File: config.mk
export PLATFORM = sky130hd
export DESIGN_NAME = repacker_n_to_m
export DESIGN_NICKNAME = d
export VERILOG_FILES = /design/src/rtl/repacker_n_to_m.sv
export SDC_FILE = /design/constraint.sdc
export NUM_CORES = 1
export LEC_CHECK = 0
export CORE_MARGIN = 1.5
export CORE_UTILIZATION = 30
export DETAILED_ROUTE_END_ITERATION = 7
export DONT_BUFFER_PORTS = 1
export SLEW_MARGIN = 25
export SYNTH_ARGS = -nofsm -noshare
export SYNTH_HDL_FRONTEND = slang
export SYNTH_SLANG_ARGS = --single-unit
File: constraint.sdc
create_clock -name clk -period 3.35 [get_ports clk]
set_input_delay 0.335 -clock clk [delete_from_list [all_inputs] [get_ports clk]]
set_output_delay 0.335 -clock clk [all_outputs]
set_load 0.1 [all_outputs]
File: src/rtl/repacker_n_to_m.sv
// Width down-converter: IN_BYTES-wide words pass through a DEPTH-entry FIFO and
// leave as OUT_BYTES-wide beats with per-byte strobes and packet framing.
module repacker_n_to_m #(
    parameter int IN_BYTES  = 4,
    parameter int OUT_BYTES = 1,
    parameter int DEPTH     = 2
) (
    input  logic                       clk,
    input  logic                       rst,
    input  logic                       src_valid,
    output logic                       src_ready,
    input  logic [IN_BYTES*8-1:0]      src_data,
    input  logic [IN_BYTES-1:0]        src_strb,
    input  logic                       src_sop,
    input  logic                       src_eop,
    output logic                       sink_valid,
    input  logic                       sink_ready,
    output logic [OUT_BYTES*8-1:0]     sink_data,
    output logic [OUT_BYTES-1:0]       sink_strb,
    output logic                       sink_sop,
    output logic                       sink_eop,
    output logic [$clog2(DEPTH+1)-1:0] fifo_level,
    output logic                       err_strb
);

    localparam int G  = IN_BYTES / OUT_BYTES;
    localparam int AW = $clog2(DEPTH);
    localparam int LW = $clog2(DEPTH + 1);
    localparam int GW = (G > 1) ? $clog2(G) : 1;
    localparam int IW = IN_BYTES * 8;
    localparam int OW = OUT_BYTES * 8;
    localparam int EW = 2 + IN_BYTES + IW;

    // A hole is a cleared strobe bit sitting below some set strobe bit.
    function automatic logic strb_hole(input logic [IN_BYTES-1:0] s);
        logic seen;
        logic hole;
        seen = 1'b0;
        hole = 1'b0;
        for (int i = IN_BYTES - 1; i >= 0; i--) begin
            if (seen && !s[i]) hole = 1'b1;
            if (s[i]) seen = 1'b1;
        end
        return hole;
    endfunction

    // Beats needed for a word: groups up to the highest valid byte, at least one.
    function automatic int beat_count(input logic [IN_BYTES-1:0] s);
        int nb;
        int ng;
        nb = 0;
        for (int i = 0; i < IN_BYTES; i++) begin
            if (s[i]) nb = i + 1;
        end
        ng = (nb + OUT_BYTES - 1) / OUT_BYTES;
        return (ng == 0) ? 1 : ng;
    endfunction

    logic [EW-1:0]        mem_r [DEPTH];
    logic [AW-1:0]        wr_ptr_r;
    logic [AW-1:0]        rd_ptr_r;
    logic [LW-1:0]        level_r;
    logic [GW-1:0]        g_r;
    logic                 err_r;

    logic [EW-1:0]        head_s;
    logic                 head_sop_s;
    logic                 head_eop_s;
    logic [IN_BYTES-1:0]  head_strb_s;
    logic [IW-1:0]        head_data_s;
    logic [GW:0]          ng_s;
    logic                 last_s;
    logic                 push_s;
    logic                 store_s;
    logic                 beat_s;
    logic                 pop_s;

    assign head_s = mem_r[rd_ptr_r];
    assign {head_sop_s, head_eop_s, head_strb_s, head_data_s} = head_s;
    assign ng_s   = (GW + 1)'(beat_count(head_strb_s));
    assign last_s = ({1'b0, g_r} == (ng_s - (GW + 1)'(1)));

    assign src_ready = !rst && (level_r != LW'(DEPTH));
    assign push_s    = src_valid && src_ready;
    // Empty non-final words carry nothing and are swallowed on accept.
    assign store_s   = push_s && ((src_strb != {IN_BYTES{1'b0}}) || src_eop);
    assign beat_s    = sink_valid && sink_ready;
    assign pop_s     = beat_s && last_s;

    assign sink_valid = (level_r != LW'(0));
    assign sink_data  = head_data_s[g_r * OW +: OW];
    assign sink_strb  = head_strb_s[g_r * OUT_BYTES +: OUT_BYTES];
    assign sink_sop   = sink_valid && head_sop_s && (g_r == GW'(0));
    assign sink_eop   = sink_valid && head_eop_s && last_s;
    assign fifo_level = level_r;
    assign err_strb   = err_r;

    // FIFO storage: no reset needed, contents are qualified by level_r.
    always_ff @(posedge clk) begin
        if (!rst && store_s) begin
            mem_r[wr_ptr_r] <= {src_sop, src_eop, src_strb, src_data};
        end
    end

    // Pointers, occupancy, group counter and sticky strobe-hole flag.
    always_ff @(posedge clk) begin
        if (rst) begin
            wr_ptr_r <= AW'(0);
            rd_ptr_r <= AW'(0);
            level_r  <= LW'(0);
            g_r      <= GW'(0);
            err_r    <= 1'b0;
        end else begin
            if (store_s) wr_ptr_r <= wr_ptr_r + AW'(1);
            if (pop_s) rd_ptr_r <= rd_ptr_r + AW'(1);
            case ({store_s, pop_s})
                2'b10:   level_r <= level_r + LW'(1);
                2'b01:   level_r <= level_r - LW'(1);
                default: level_r <= level_r;
            endcase
            if (beat_s) g_r <= last_s ? GW'(0) : g_r + GW'(1);
            if (push_s && strb_hole(src_strb)) err_r <= 1'b1;
        end
    end

endmodule
== Word-level counts from Yosys, hierarchy flattened ==
Memories as Yosys holds them, arrays and structs flattened. A register that Yosys moved wholly into a read port is not among the register bits.
Index checks and enable logic that the tools add are counted.
Word-level totals
  register bits after elaboration: 7
  RAM bits: 76
  input bits: 42
  output and inout port bits: 16
  memories kept: 1
Memories
  mem_r: depth 2, bits a word 38, rd ports 1, clocked after Yosys merged registers in 1, write ports 1, RTL line 59  | logic [EW-1:0] mem_r [DEPTH];
Cells by class
  add/subtract/negate cells: 8
  eq/ne operators: 4
  shifts and indexed selects: 2
  muxes and demuxes: 21
  reductions and logical operators: 24
Operator list (count)
  $mux 32: 3
  $add 32x2->32 const B: 1
  $logic_not 32->1: 1
  $shiftx 32x6->8: 1
  $sub 32x2->32 const B: 1
  $mux 1: 15
  $logic_and 1x1->1: 14
  $add 2x1->2 const B: 2
  $logic_not 1->1: 4
  $pmux 2 s2: 1
  $reduce_bool 2->1: 2
  $reduce_bool 4->1: 1
  $shiftx 4x3->1: 1
  $eq 2x3->1: 1
  $mux 3: 1
  $sub 3x1->3 const B: 1
  $add 1x1->1 const B: 2
  $eq 2x1->1 const B: 1
  $eq 2x2->1 const B: 1
  $logic_not 2->1: 1
  $mux 2: 1
  $ne 2x2->1 const B: 1
  $sub 2x1->2 const B: 1
  $logic_or 1x1->1: 1

== Logic depth before layout (Yosys ltp) ==
  word-level depth: 13
  depth in mapped cells: 9
  mapped depth without buffers: 8

== Worst setup path before layout ==
OpenSTA, ideal clock, no wires.
  kind: register to register
  start: register level_r[0] (netlist: fifo_level[0])
  end: memory mem_r[0][0] (netlist name), enable pin
  arrival time: 4.852 ns
  required time: 2.917 ns
  path slack: -1.935 ns
  cell stages (with the launch flop): 5
  path buffers: 0
  cells stage by stage: dfxtp_1 > inv_1 > a21oi_1 > nand3_1 > nor2_1
Between the ends
  word-level cells in the longest chain between the ends: 7
Ends and longest elaborated chain
  start: declaration: RTL line 62  | logic [LW-1:0] level_r;
  start signal: assignment: RTL line 117  | 2'b10: level_r <= level_r + LW'(1);
  start signal: assignment: RTL line 118  | 2'b01: level_r <= level_r - LW'(1);
  start signal: assignment: RTL line 119  | default: level_r <= level_r;
  $ne 2x2->1: RTL line 83  | assign src_ready = !rst && (level_r != LW'(DEPTH));
  $logic_and 1x1->1: RTL line 83
  net src_ready: RTL line 11  | output logic src_ready,
  $logic_and 1x1->1: RTL line 84  | assign push_s = src_valid && src_ready;
  $logic_and 1x1->1: RTL line 86  | assign store_s = push_s && ((src_strb != {IN_BYTES{1'b0}}) || src_eop);
  $logic_and 1x1->1: RTL line 100  | if (!rst && store_s) begin
  $mux 1: RTL line 100
  $mux 1 (implied by the code): RTL line 101  | mem_r[wr_ptr_r] <= {src_sop, src_eop, src_strb, src_data};
  end: declaration: RTL line 59
The timed path passes the listed nets, and every way through them passes these cells.

==> run_results.csv <==
group,metric,value,unit
outcome,status,"complete, no violations",
route,routed.top_layer,"met4",
clock_tree,clk_latency,330,ps
critical_path,crit_fanout,17,
timing,max-slew-margin-rel,0.3554,
clock_tree,path_clk_slew,60,ps
cells_and_area,regArea,2444,um2
synthesis,async_reset_ff_frac,0,
synthesis,synth_nets,244,
floorplanning,fp-row-count,38,
route,post-route-drc-count,0,
clock_tree,holdBufCountCts,0,
route,routed-wl-met2,3019,um
cells_and_area,final_util,0.3661,
synthesis,synth.most_common_cell,"edfxtp_1",
cells_and_area,multiInputGateArea,920.9,um2
power_and_ir_drop,p_leak,1.328,nW
place,gp_congestion,0.7463,
power_and_ir_drop,p_switching,632.2,uW
timing,final-hold-violation-count,0,
clock_tree,post_cts_resized,0,
timing,fin_crit,2740,ps
power_and_ir_drop,intPower,1.772,mW
global_route,grt_use_total,0.1163,
critical_path,critPathKind,"reg2out",
timing,tightest_slew,965.5,ps
cells_and_area,n_fill_cell,1069,
floorplanning,core-area,10940,um2
floorplanning,die_y,109.4,um
run,drv_cap,0,
critical_path,arrival,2400,ps
clock_tree,post-cts-setup-buffer-count,0,
place,postPlaceCellArea,3736,um2
critical_path,crit_chain,"nor3b_1 > a31oi_1 > xnor2_1 > o41a_1 > nor3_4 > buf_4",
global_route,grt_first_pass_wirelength,9887,um
clock_tree,cts_sinks,84,
power_and_ir_drop,switching_share,0.2630,
clock_tree,cts_buffer_depth,2,
synthesis,syn_area,3396,um2
synthesis,synthTopCellsByCount,"edfxtp_1, nand2_1, mux4_2",
cells_and_area,area_delta_synth_final,17.91,%
synthesis,ys_ff_latch,84,
clock_tree,cts_max_level,3,
timing,fin_tns_setup,0,ps
critical_path,critPathMaxStageDelay,630,ps
floorplanning,initial_core_util,0.3105,
min_path,hold_depth,1,
global_route,antenna_found_initial,0,
power_and_ir_drop,p_per_area,600.4,nW/um2
route,wirelength_met1,2769,um
timing,fmax,0.3650,GHz
power_and_ir_drop,combPwrFrac,0.124,
route,vias,1721,
route,dr_wl_met3,561,um
synthesis,netlist_instances,200,
synthesis,synth_top_area_share,0.6721,
route,drt_first_pass_iters,4,
clock_tree,cts_buffers,9,
timing,finalSetupViolCount,0,
timing,holdWs,66.57,ps
power_and_ir_drop,ir_drop,275.7,uV
timing,timing.final.crit_share,0.8179,
critical_path,slowest_stage,"dfxtp_2",
global_route,grt_max_degree,22,
critical_path,reg2reg_depth,6,
critical_path,required,3010,ps
cells_and_area,final_layout_size_suffix_gt1_frac,0.2731,
cells_and_area,fin_area,4004,um2
route,viasPerCell,4.689,
route,routed_wl,6410,um
place,hpwl,4420,um
min_path,hp-class,"in2reg",
critical_path,endpoint_kind,"output port",
synthesis,ys_seq_area_frac,0.7192,
global_route,first_global_vias,1812,
route,drtIter0Drc,87,
place,io_buffers,0,
synthesis,avgSynthCellArea,16.98,um2
synthesis,yosys-top-cells-area,"edfxtp_1, mux4_2, dfxtp_1",
floorplanning,dieArea,11970,um2
synthesis,synth_cell_type_count,35,
timing,fin_skew,6.668,ps
synthesis,ys.flop_type,"edfxtp_1",
floorplanning,io_pins,58,
global_route,overflow,0,
cells_and_area,final_nets,266,
clock_tree,cts_root_buf,"clkbuf_16",
cells_and_area,antenna_cells,0,
critical_path,cp-start-kind,"flop",
route,wire_per_inst,17.47,um
timing,rsz0062_at_grt,"false",
power_and_ir_drop,p_clk_frac,0.369,
synthesis,yosysWarnings,0,
timing,maxSlewViolCount,0,
synthesis,synth_edf_count,76,
floorplanning,die_w,109.4,um
synthesis,synth_top_cell_by_area,"edfxtp_1",
clock_tree,cts_tree,"built",
power_and_ir_drop,pwr-share-seq,0.507,
route,ant_nets,0,
==> power groups by stage <==
stage,clock [mW],sequential [mW],combinational (mW)
floorplan,0,1.24,0.229
global placement,0,1.24,0.301
detailed placement,0,1.24,0.302
CTS,0.913,1.22,0.303
global route,0.951,1.22,0.316
finish,0.888,1.22,0.298
==> stage by stage <==
step                      std cells  power, mW  worst slack [ps]
after floorplan                 200      1.474            -331.4
after global placement          351      1.541             840.1
after detailed placement        351      1.544             816.3
after CTS                       367      2.435             540.9
after global routing            367      2.490             407.1
final                           367      2.404             610.0
==> final cells by class <==
type | count | share of cell area
Sequential cell | 84 | 0.6103
Multi-Input combinational cell | 98 | 0.2300
Clock buffer | 9 | 0.05625
Tap cell | 140 | 0.04375
Timing Repair Buffer | 20 | 0.04063
Clock inverter | 7 | 0.01062
Inverter | 9 | 0.008438
==> cell usage in the layout, fill, tap and decap left out, drive strengths merged <==
| master | instances |
|---|---|
| edfxtp | 76 |
| nand2 | 27 |
| buf | 20 |
| mux4 | 17 |
| inv | 10 |
| nor2 | 10 |
| clkbuf | 9 |
| dfxtp | 8 |
| o21ai | 5 |
| clkinv | 5 |
| mux2i | 4 |
| a21oi | 4 |
| mux2 | 4 |
| a31oi | 3 |
| xnor2 | 3 |
| nor3 | 3 |
| nor4 | 2 |
| ha | 2 |
| nor3b | 2 |
| or4 | 1 |
| nand2b | 1 |
| a41oi | 1 |
| nand3 | 1 |
| o41a | 1 |
| a211oi | 1 |
| o311ai | 1 |
| nor2b | 1 |
| xor2 | 1 |
| or3 | 1 |
| and3 | 1 |
| a32o | 1 |
| clkinvlp | 1 |
==> flip-flops by register name, indices dropped and copies added (netlist names), named ones only <==
register / flops
err_strb: 1
fifo_level: 2
g_r: 2
mem_r: 76
rd_ptr_r: 1
wr_ptr_r: 1
==> worst paths after layout <==
kind | from | end | slack [ps]
min | rst | fifo_level[1]$_SDFFE_PP0P_ | 70
max | flop | sink_eop | 610
max reg2reg | flop | fifo_level[1]$_SDFFE_PP0P_ | 830
min reg2reg | fifo_level[1]$_SDFFE_PP0P_ | fifo_level[1]$_SDFFE_PP0P_ | 530
==> cells by family (layout without fill, tap and decap cells) <==
logic type,after synthesis,count (layout),synth area share
muxes,25,25,0.1389
AOI/OAI and AO/OA,17,17,0.03574
and+or+nand+nor,50,50,0.06559
buffers and inverters,18,45,0.02284
DFF,84,84,0.7192
xor gates and xnor gates,4,4,0.01032
adders and majority gates,2,2,0.007368
==> per-layer routing <==
metal  global-route usage  vias up
li1                     -      820
met1               0.1449      856
met2               0.1708       41
met3              0.05750        4
met4              0.05009        0
met5                    0        -
==> critical path: cells and delay by family (launching register included) <==
family | cells | cell delay [ps]
xor+xnor | 1 | 140
buf+inv | 1 | 310
compound gates | 2 | 700
simple gates | 2 | 280
flops | 1 | 630
Power figures use the tool's default switching activity.
